$ cat config.mk
export PLATFORM = sky130hd
export DESIGN_NAME = reg_bank_mp
export DESIGN_NICKNAME = d
export VERILOG_FILES = /design/src/rtl/reg_bank_mp.sv
export SDC_FILE = /design/constraint.sdc
export NUM_CORES = 2
export LEC_CHECK = 0
export CAP_MARGIN = 10
export CORE_MARGIN = 3
export CORE_UTILIZATION = 26
export CTS_CLUSTER_SIZE = 30
export DETAILED_ROUTE_END_ITERATION = 6
export SYNTH_ARGS = -nofsm -noshare
export SYNTH_HDL_FRONTEND = slang
export SYNTH_SLANG_ARGS = --single-unit
$ cat constraint.sdc
create_clock -name clock -period 4.67 [get_ports clock]
set_input_delay 0.934 -clock clock [delete_from_list [all_inputs] [get_ports clock]]
set_output_delay 0.934 -clock clock [all_outputs]
set_load 0.01 [all_outputs]
$ cat src/rtl/reg_bank_mp.sv
// Parametrised multi-read-port register bank with half-word write modes, constant read table,
// same-cycle write-to-read forwarding, per-register written flags and a bank-clear sequencer.
module reg_bank_mp #(
  parameter int DW  = 64,
  parameter int AW  = 4,
  parameter int NRD = 2
) (
  input  logic              clock,
  input  logic              reset,
  input  logic              regwen,
  input  logic [DW-1:0]     inA,
  input  logic [AW-1:0]     selwreg,
  input  logic [1:0]        endreg,
  input  logic              clr_start,
  output logic              busy,
  input  logic [NRD*AW-1:0] rdsel,
  input  logic [NRD-1:0]    cnst,
  input  logic [NRD-1:0]    enrreg,
  output logic [NRD*DW-1:0] rdout,
  output logic [NRD-1:0]    rdvld
);
  localparam int HW   = DW / 2;
  localparam int NREG = 1 << AW;

  typedef enum logic {
    S_IDLE  = 1'b0,
    S_CLEAR = 1'b1
  } state_t;

  state_t          state_q;
  logic [AW-1:0]   cnt_q;
  logic            busy_q;
  logic [NREG-1:0] wflag_q;
  logic [DW-1:0]   bank_q [NREG];

  logic            wr_en;
  logic [DW-1:0]   wr_merged;

  function automatic logic [DW-1:0] merge_write(input logic [DW-1:0] cur,
                                                input logic [DW-1:0] din,
                                                input logic [1:0]    mode);
    logic [DW-1:0] res;
    case (mode)
      2'b00:   res = din;
      2'b01:   res = {din[DW-1:HW], cur[HW-1:0]};
      2'b10:   res = {cur[DW-1:HW], din[HW-1:0]};
      default: res = {din[HW-1:0], din[DW-1:HW]};
    endcase
    return res;
  endfunction

  function automatic logic [HW-1:0] half_const(input logic [1:0] c);
    logic [HW-1:0] res;
    case (c)
      2'b01:   res = HW'(1);
      2'b11:   res = '1;
      default: res = '0;
    endcase
    return res;
  endfunction

  // A half code of 10 is reserved and forces the whole constant to zero.
  function automatic logic [DW-1:0] const_val(input logic [3:0] c);
    logic [DW-1:0] res;
    if (c[1:0] == 2'b10 || c[3:2] == 2'b10) begin
      res = '0;
    end else begin
      res = {half_const(c[3:2]), half_const(c[1:0])};
    end
    return res;
  endfunction

  assign wr_en     = regwen && (state_q == S_IDLE);
  assign wr_merged = merge_write(bank_q[selwreg], inA, endreg);
  assign busy      = busy_q;

  // Storage is intentionally left out of reset; only the clear sequencer zeroes it.
  always_ff @(posedge clock) begin
    if (state_q == S_CLEAR) begin
      bank_q[cnt_q] <= '0;
    end else if (wr_en) begin
      bank_q[selwreg] <= wr_merged;
    end
  end

  always_ff @(posedge clock or negedge reset) begin
    if (!reset) begin
      state_q <= S_IDLE;
      cnt_q   <= '0;
      busy_q  <= 1'b0;
      wflag_q <= '0;
    end else begin
      case (state_q)
        S_IDLE: begin
          if (wr_en) begin
            wflag_q[selwreg] <= 1'b1;
          end
          if (clr_start) begin
            state_q <= S_CLEAR;
            cnt_q   <= '0;
            busy_q  <= 1'b1;
          end
        end
        S_CLEAR: begin
          wflag_q[cnt_q] <= 1'b0;
          cnt_q          <= cnt_q + 1'b1;
          if (cnt_q == AW'(NREG - 1)) begin
            state_q <= S_IDLE;
            busy_q  <= 1'b0;
          end
        end
        default: begin
          state_q <= S_IDLE;
          busy_q  <= 1'b0;
        end
      endcase
    end
  end

  for (genvar gi = 0; gi < NRD; gi++) begin : g_rd
    logic [AW-1:0] idx;
    logic [3:0]    code;
    logic [DW-1:0] rd_d;
    logic [DW-1:0] rd_q;
    logic          vld_d;
    logic          vld_q;

    assign idx = rdsel[gi*AW +: AW];

    if (AW >= 4) begin : g_code
      assign code = idx[3:0];
    end else begin : g_code
      assign code = {{(4 - AW){1'b0}}, idx};
    end

    // Forwarding only applies to accepted user writes, never to clear-sequencer writes.
    always_comb begin
      rd_d  = bank_q[idx];
      vld_d = wflag_q[idx];
      if (cnst[gi]) begin
        rd_d  = const_val(code);
        vld_d = 1'b1;
      end else if (wr_en && (selwreg == idx)) begin
        rd_d  = wr_merged;
        vld_d = 1'b1;
      end
    end

    always_ff @(posedge clock or negedge reset) begin
      if (!reset) begin
        rd_q  <= '0;
        vld_q <= 1'b0;
      end else if (enrreg[gi]) begin
        rd_q  <= rd_d;
        vld_q <= vld_d;
      end
    end

    assign rdout[gi*DW +: DW] = rd_q;
    assign rdvld[gi]          = vld_q;
  end

endmodule

# Word-level counts from Yosys, hierarchy flattened
# Memory sizes are Yosys's and may differ from the RTL's.
# Cells that the tools add are included.
dict set report classes {
  n_reduce_logical 10
  eq_ne 20
  n_lt_le_gt_ge 6
  muxes 41
  bitwise 4
  add_sub_neg 1
}
# operator n
set op_table {}
lappend op_table {{64-bit 2-to-1 mux} 7}
lappend op_table {{32-bit one-hot mux with 2 select lines} 4}
lappend op_table {{64-bit one-hot mux with 3 select lines} 1}
lappend op_table {{64-bit OR reduction} 1}
lappend op_table {{16-bit one-hot mux with 2 select lines} 1}
lappend op_table {{4-bit by 5-bit < comparator with 1-bit output, second input constant} 4}
lappend op_table {{2-bit equality test, second input constant} 9}
lappend op_table {{1-bit 2-to-1 mux} 18}
lappend op_table {{16-bit AND} 1}
lappend op_table {{16-bit 2-to-1 mux} 1}
lappend op_table {{16-bit NOT} 1}
lappend op_table {{16-bit bitwise OR} 1}
lappend op_table {{2-bit by 1-bit equality test with 1-bit output, second input constant} 5}
lappend op_table {{1-bit binary-select mux with 4-bit select} 2}
lappend op_table {{1-bit demux with 4-bit select} 2}
lappend op_table {{4-bit equality test} 2}
lappend op_table {{4-bit by 1-bit >= comparator with 1-bit output, second input constant} 2}
lappend op_table {{4-bit 2-to-1 mux} 2}
lappend op_table {{4-bit one-hot mux with 2 select lines} 1}
lappend op_table {{1-bit logical AND} 5}
lappend op_table {{4-bit by 1-bit adder with 4-bit output, second input constant} 1}
lappend op_table {{4-bit equality test, second input constant} 1}
lappend op_table {{2-bit inequality test, second input constant} 2}
lappend op_table {{1-bit one-hot mux with 2 select lines} 2}
lappend op_table {{5 further kinds} 6}
dict set report word_totals {
  out_inout_bits 131
  register_bits 152
  ramBits 1024
  input_bits 86
  mem_count 1
}
# memory depth word_bits read_ports rd_ports_with_merged_regs write_ports line
set memory_table {}
lappend memory_table {bank_q 16 64 3 0 1 34} ;# logic [DW-1:0] bank_q [NREG];

# Depth between registers and ports, before layout
dict set report depth {
  ltp_word 7
  depth_mapped 9
  depth_no_buf 5
}

# Least setup slack after synthesis
# No wires, ideal clock.
dict set report synth_timing {
  kind {input-to-reg}
  start {input selwreg[1]}
  end {memory bank_q[6][0], enable pin}
  t_required_ns 4.183
  path_stages 7
  path_buffers 3
  arrival_ns 4.808
  slack_ns -0.624
  cell_sequence {clkbuf_1 -> buf_2 -> buf_1 -> nand2_1 -> nor2_1 -> a21oi_1 -> nor2_1}
}
dict set report synth_via {
  elab_chain_len 1
}
# item line
set synth_rtl {}
lappend synth_rtl {{from (decl)} 12} ;# input logic [AW-1:0] selwreg,
lappend synth_rtl {{4-bit 2-to-1 mux (no source line)} --}
lappend synth_rtl {{to (decl)} 34}
# No other way between the ends.

# Worst setup path in the final report
dict set report layout_timing {
  start {input selwreg[2]}
  end {memory bank_q[11][13], data pin}
}
dict set report layout_via {
  elab_chain_len 3
}
# item line
set layout_rtl {}
lappend layout_rtl {{memory 16 x 64 bit} --}
lappend layout_rtl {{64-bit one-hot mux with 3 select lines} 43} ;# case (mode)
lappend layout_rtl {{64-bit 2-to-1 mux (no source line)} --}
# No other way between the ends.

==> flow_summary.yaml <==
yosys:
  synth_compound_area_share_pct: 9.711
  yosys.area_share.simple_pct: 3.918
  synth_xor_area_share_pct: 0.06881
  yosysSeqAreaShare_pct: 54.29
  syn-num-nets: 4100
  synth.distinct_cells: 46
  synthAdderAreaFrac_pct: 0.07863
  synth_area_per_cell_um2: 15.87
  synthMuxAreaShare_pct: 29.25
  synthCells: 4010
  synth_seq_cells: 1176
  syn-cell-area_mm2: 0.06365
  synth_warnings: 0
  synth_top_family_by_area: "multiplexers"
sta:
  period_share_pct: 76.24
  hold_viol: 0
  relSlewSlack_pct: 20.19
  clock.fmax_mhz: 280.8
  rsz0062_at_grt: "no"
  maxSlewViolCount: 0
  hold_ws_ns: 0.2549
  setup-violations-final: 0
  tightest_slew_ns: 1.192
  skew_ns: 0.03607
  finalCriticalPeriod_ns: 3.561
worst_setup_path:
  crit_start: "selwreg[2]"
  crit_required_ns: 5.06
  rr_endpoint: "g_rd[1].rd_q[6]"
  start_kind: "primary input"
  reg2reg_from: "state_q"
  rr_worst_depth: 8
  reg2reg_slack_ns: 1.15
  worstPathMaxFanout: 27
  endpoint_kind: "flip-flop"
  arrival_ns: 3.95
  path_class: "primary input to flip-flop"
power_and_ir_drop:
  p_comb_share_pct: 24.9
  switchingPower_uw: 10650
  p_per_area_mw_per_mm2: 445.6
  p_clk_share_pct: 29.6
  p_leak_uw: 0.02406
  p_sw_share_pct: 31.81
  p_seq_share_pct: 45.5
  p_int_uw: 22820
  ir_drop_v: 0.0005629
clock_tree:
  cts_buffers: 114
  path_clk_slew_ns: 0.07
  cts_tree: "done"
  clock_path_buffers: 3
  insertion_delay_ns: 0.76
  htreeDepth: 3
  post_cts_buffers: 0
  cts-root-buf: "clkbuf_16"
  ctsResizeCount: 0
  clock_sinks: 1176
  ctsHoldBuffers: 0
placed_design:
  io_buffers: 216
  finalWeightedCongestion: 0.9163
  post-dp-hpwl_mm: 167.4
cells_and_area:
  nFillCells: 23482
  final_core_util_pct: 30.86
  area_delta_synth_final_pct: 18.03
  layout-drive-gt1-share_pct: 30.05
  mostFrequentLayoutCells: "edfxtp_1, mux4_2, nand2_1"
  final_common_cell: "edfxtp_1"
  nets: 4289
die:
  die_w_um: 500.8
  start_util_pct: 26.14
  die_area_mm2: 0.2508
  row_count: 181
  core-area_mm2: 0.2435
  ios: 217
  die_y_um: 500.8
route:
  drtIter0Drc: 6383
  drc: 2
  detail_route.wl_per_cell_um: 35.06
  detail-route-antenna-nets: 0
  drt-pass1-iter-count: 7
  wl_mm: 263.4
  vias_per_cell: 6.046
  vias: 45409
hold_path:
  worstHoldPathType: "primary input to asynchronous set/reset pin"
global_routing:
  grt_pass1_wl_mm: 365.7
  first_global_vias: 45456
  globalRouteTotalUtil_pct: 20.56
  overflow: 0
  antenna_found_initial: 13
  grt_max_degree: 92
flow_run:
  maxCapViolCount: 0
outcome:
  status: "finished, violations left"
  violations: "DRC"
kinds of logic (layout without fill, tap and decap cells):
kind of cell,count (synthesis),after routing
DFF,1176,1176
adders and majority gates,4,4
other,0,9
muxes,886,886
AOI/OAI and AO/OA,926,926
xor gates and xnor gates,5,5
and+or+nand+nor,604,604
buffers and inverters,409,699
worst max path at each step:
| stage | cells past startpoint | to |
|---|---|---|
| after global routing | 7 | bank_q[0][5] |
| final | 7 | bank_q[11][13] |
| after global placement | 7 | bank_q[8][9] |
| after floorplan | 7 | bank_q[6][0] |
| after detailed placement | 7 | bank_q[8][9] |
| after CTS | 7 | bank_q[2][9] |
per-layer routing:
layer  vias up  wire, um  global-route usage (%)
met5         -        80                       0
met4        12     29670                   18.82
met3       989     27780                   4.787
met2      3512    121600                   32.60
met1     23518     84200                   22.97
li1      17378         -                       -
sequential cells by signal (all words and copies together), names as in the netlist:
signal	cells
g_rd.vld_q	2
g_rd.rd_q	128
state_q	1
wflag_q	16
bank_q	1024
busy	1
cnt_q	4
power by group through the flow:
stage               Sequential (uW)  Clock (uW)  Combinational [uW]
floorplan                     15000           0                4640
CTS                           15200        9940                8220
detailed placement            15400           0                8200
global route                  15400       10400                8620
global placement              15200           0                8170
finish                        15200        9910                8350
cell type report:
class	instances	area [um2]	area share, %
multi-input cells	2425	27670	36.84
flip-flops and latches	1176	34550	46.00
clock buffers	150	3213	4.277
repair buffers	473	4861	6.471
inverters	9	36.28	0.04830
well taps	3202	4006	5.333
clock inverters	67	757.0	1.008
diodes	9	22.52	0.02998
synthesized netlist by cell type (all sizes together):
| cell type | n | area [um2] |
|---|---|---|
| edfxtp | 1024 | 30750 |
| mux4 | 779 | 17540 |
| nand2 | 287 | 1077 |
| a22oi | 274 | 2057 |
| clkbuf | 238 | 893.4 |
| nor2 | 216 | 810.8 |
| o21ai | 178 | 890.9 |
| buf | 162 | 782.0 |
| dfrtp | 152 | 3804 |
| a21oi | 143 | 715.7 |
| a31oi | 136 | 850.8 |
| mux2i | 107 | 1071 |
| a221oi | 71 | 621.9 |
| a22o | 62 | 543.0 |
| nand3 | 46 | 230.2 |
| o211ai | 32 | 240.2 |
| nor3 | 20 | 105.1 |
| nor2b | 12 | 75.07 |
| o32ai | 12 | 105.1 |
| nand2b | 9 | 56.30 |
| inv | 8 | 30.03 |
| o22ai | 8 | 50.05 |
| and2 | 5 | 31.28 |
| nor4 | 5 | 80.08 |
| ha | 4 | 50.05 |
| xnor2 | 4 | 35.03 |
| o21ba | 2 | 20.02 |
| o22a | 2 | 17.52 |
| o2bb2ai | 2 | 17.52 |
| a2111o | 1 | 21.27 |
| a21o | 1 | 7.510 |
| and3 | 1 | 6.260 |
| clkinv | 1 | 3.750 |
| nand4 | 1 | 6.260 |
| nor4b | 1 | 8.760 |
| o2111ai | 1 | 15.01 |
| o31ai | 1 | 7.510 |
| or2 | 1 | 6.260 |
| xor2 | 1 | 8.760 |
worst max-delay path, stage by stage:
cell	delay, ns
clkdlybuf4s50_1	0.76
nor2_4	0.54
buf_12	0.34
a22oi_1	0.13
nand2_1	0.14
nand2_1	0.07
a31oi_1	0.97
through the flow:
| step | cells | setup WS (ns) | cell area [um2] | TNS [ns] | power, uW |
|---|---|---|---|---|---|
| final | 7511 | 1.109 | 75120 | 0 | 33470 |
| after global routing | 7505 | 1.004 | 75110 | 0 | 34420 |
| after CTS | 7494 | 1.180 | 75020 | 0 | 33340 |
| after detailed placement | 7277 | 0.3739 | 71050 | 0 | 23590 |
| after global placement | 7277 | 0.5514 | 71050 | 0 | 23410 |
| after floorplan | 4010 | -0.6242 | 63650 | -605.14 | 19600 |
Note: power is estimated with default switching activity, not from simulation.
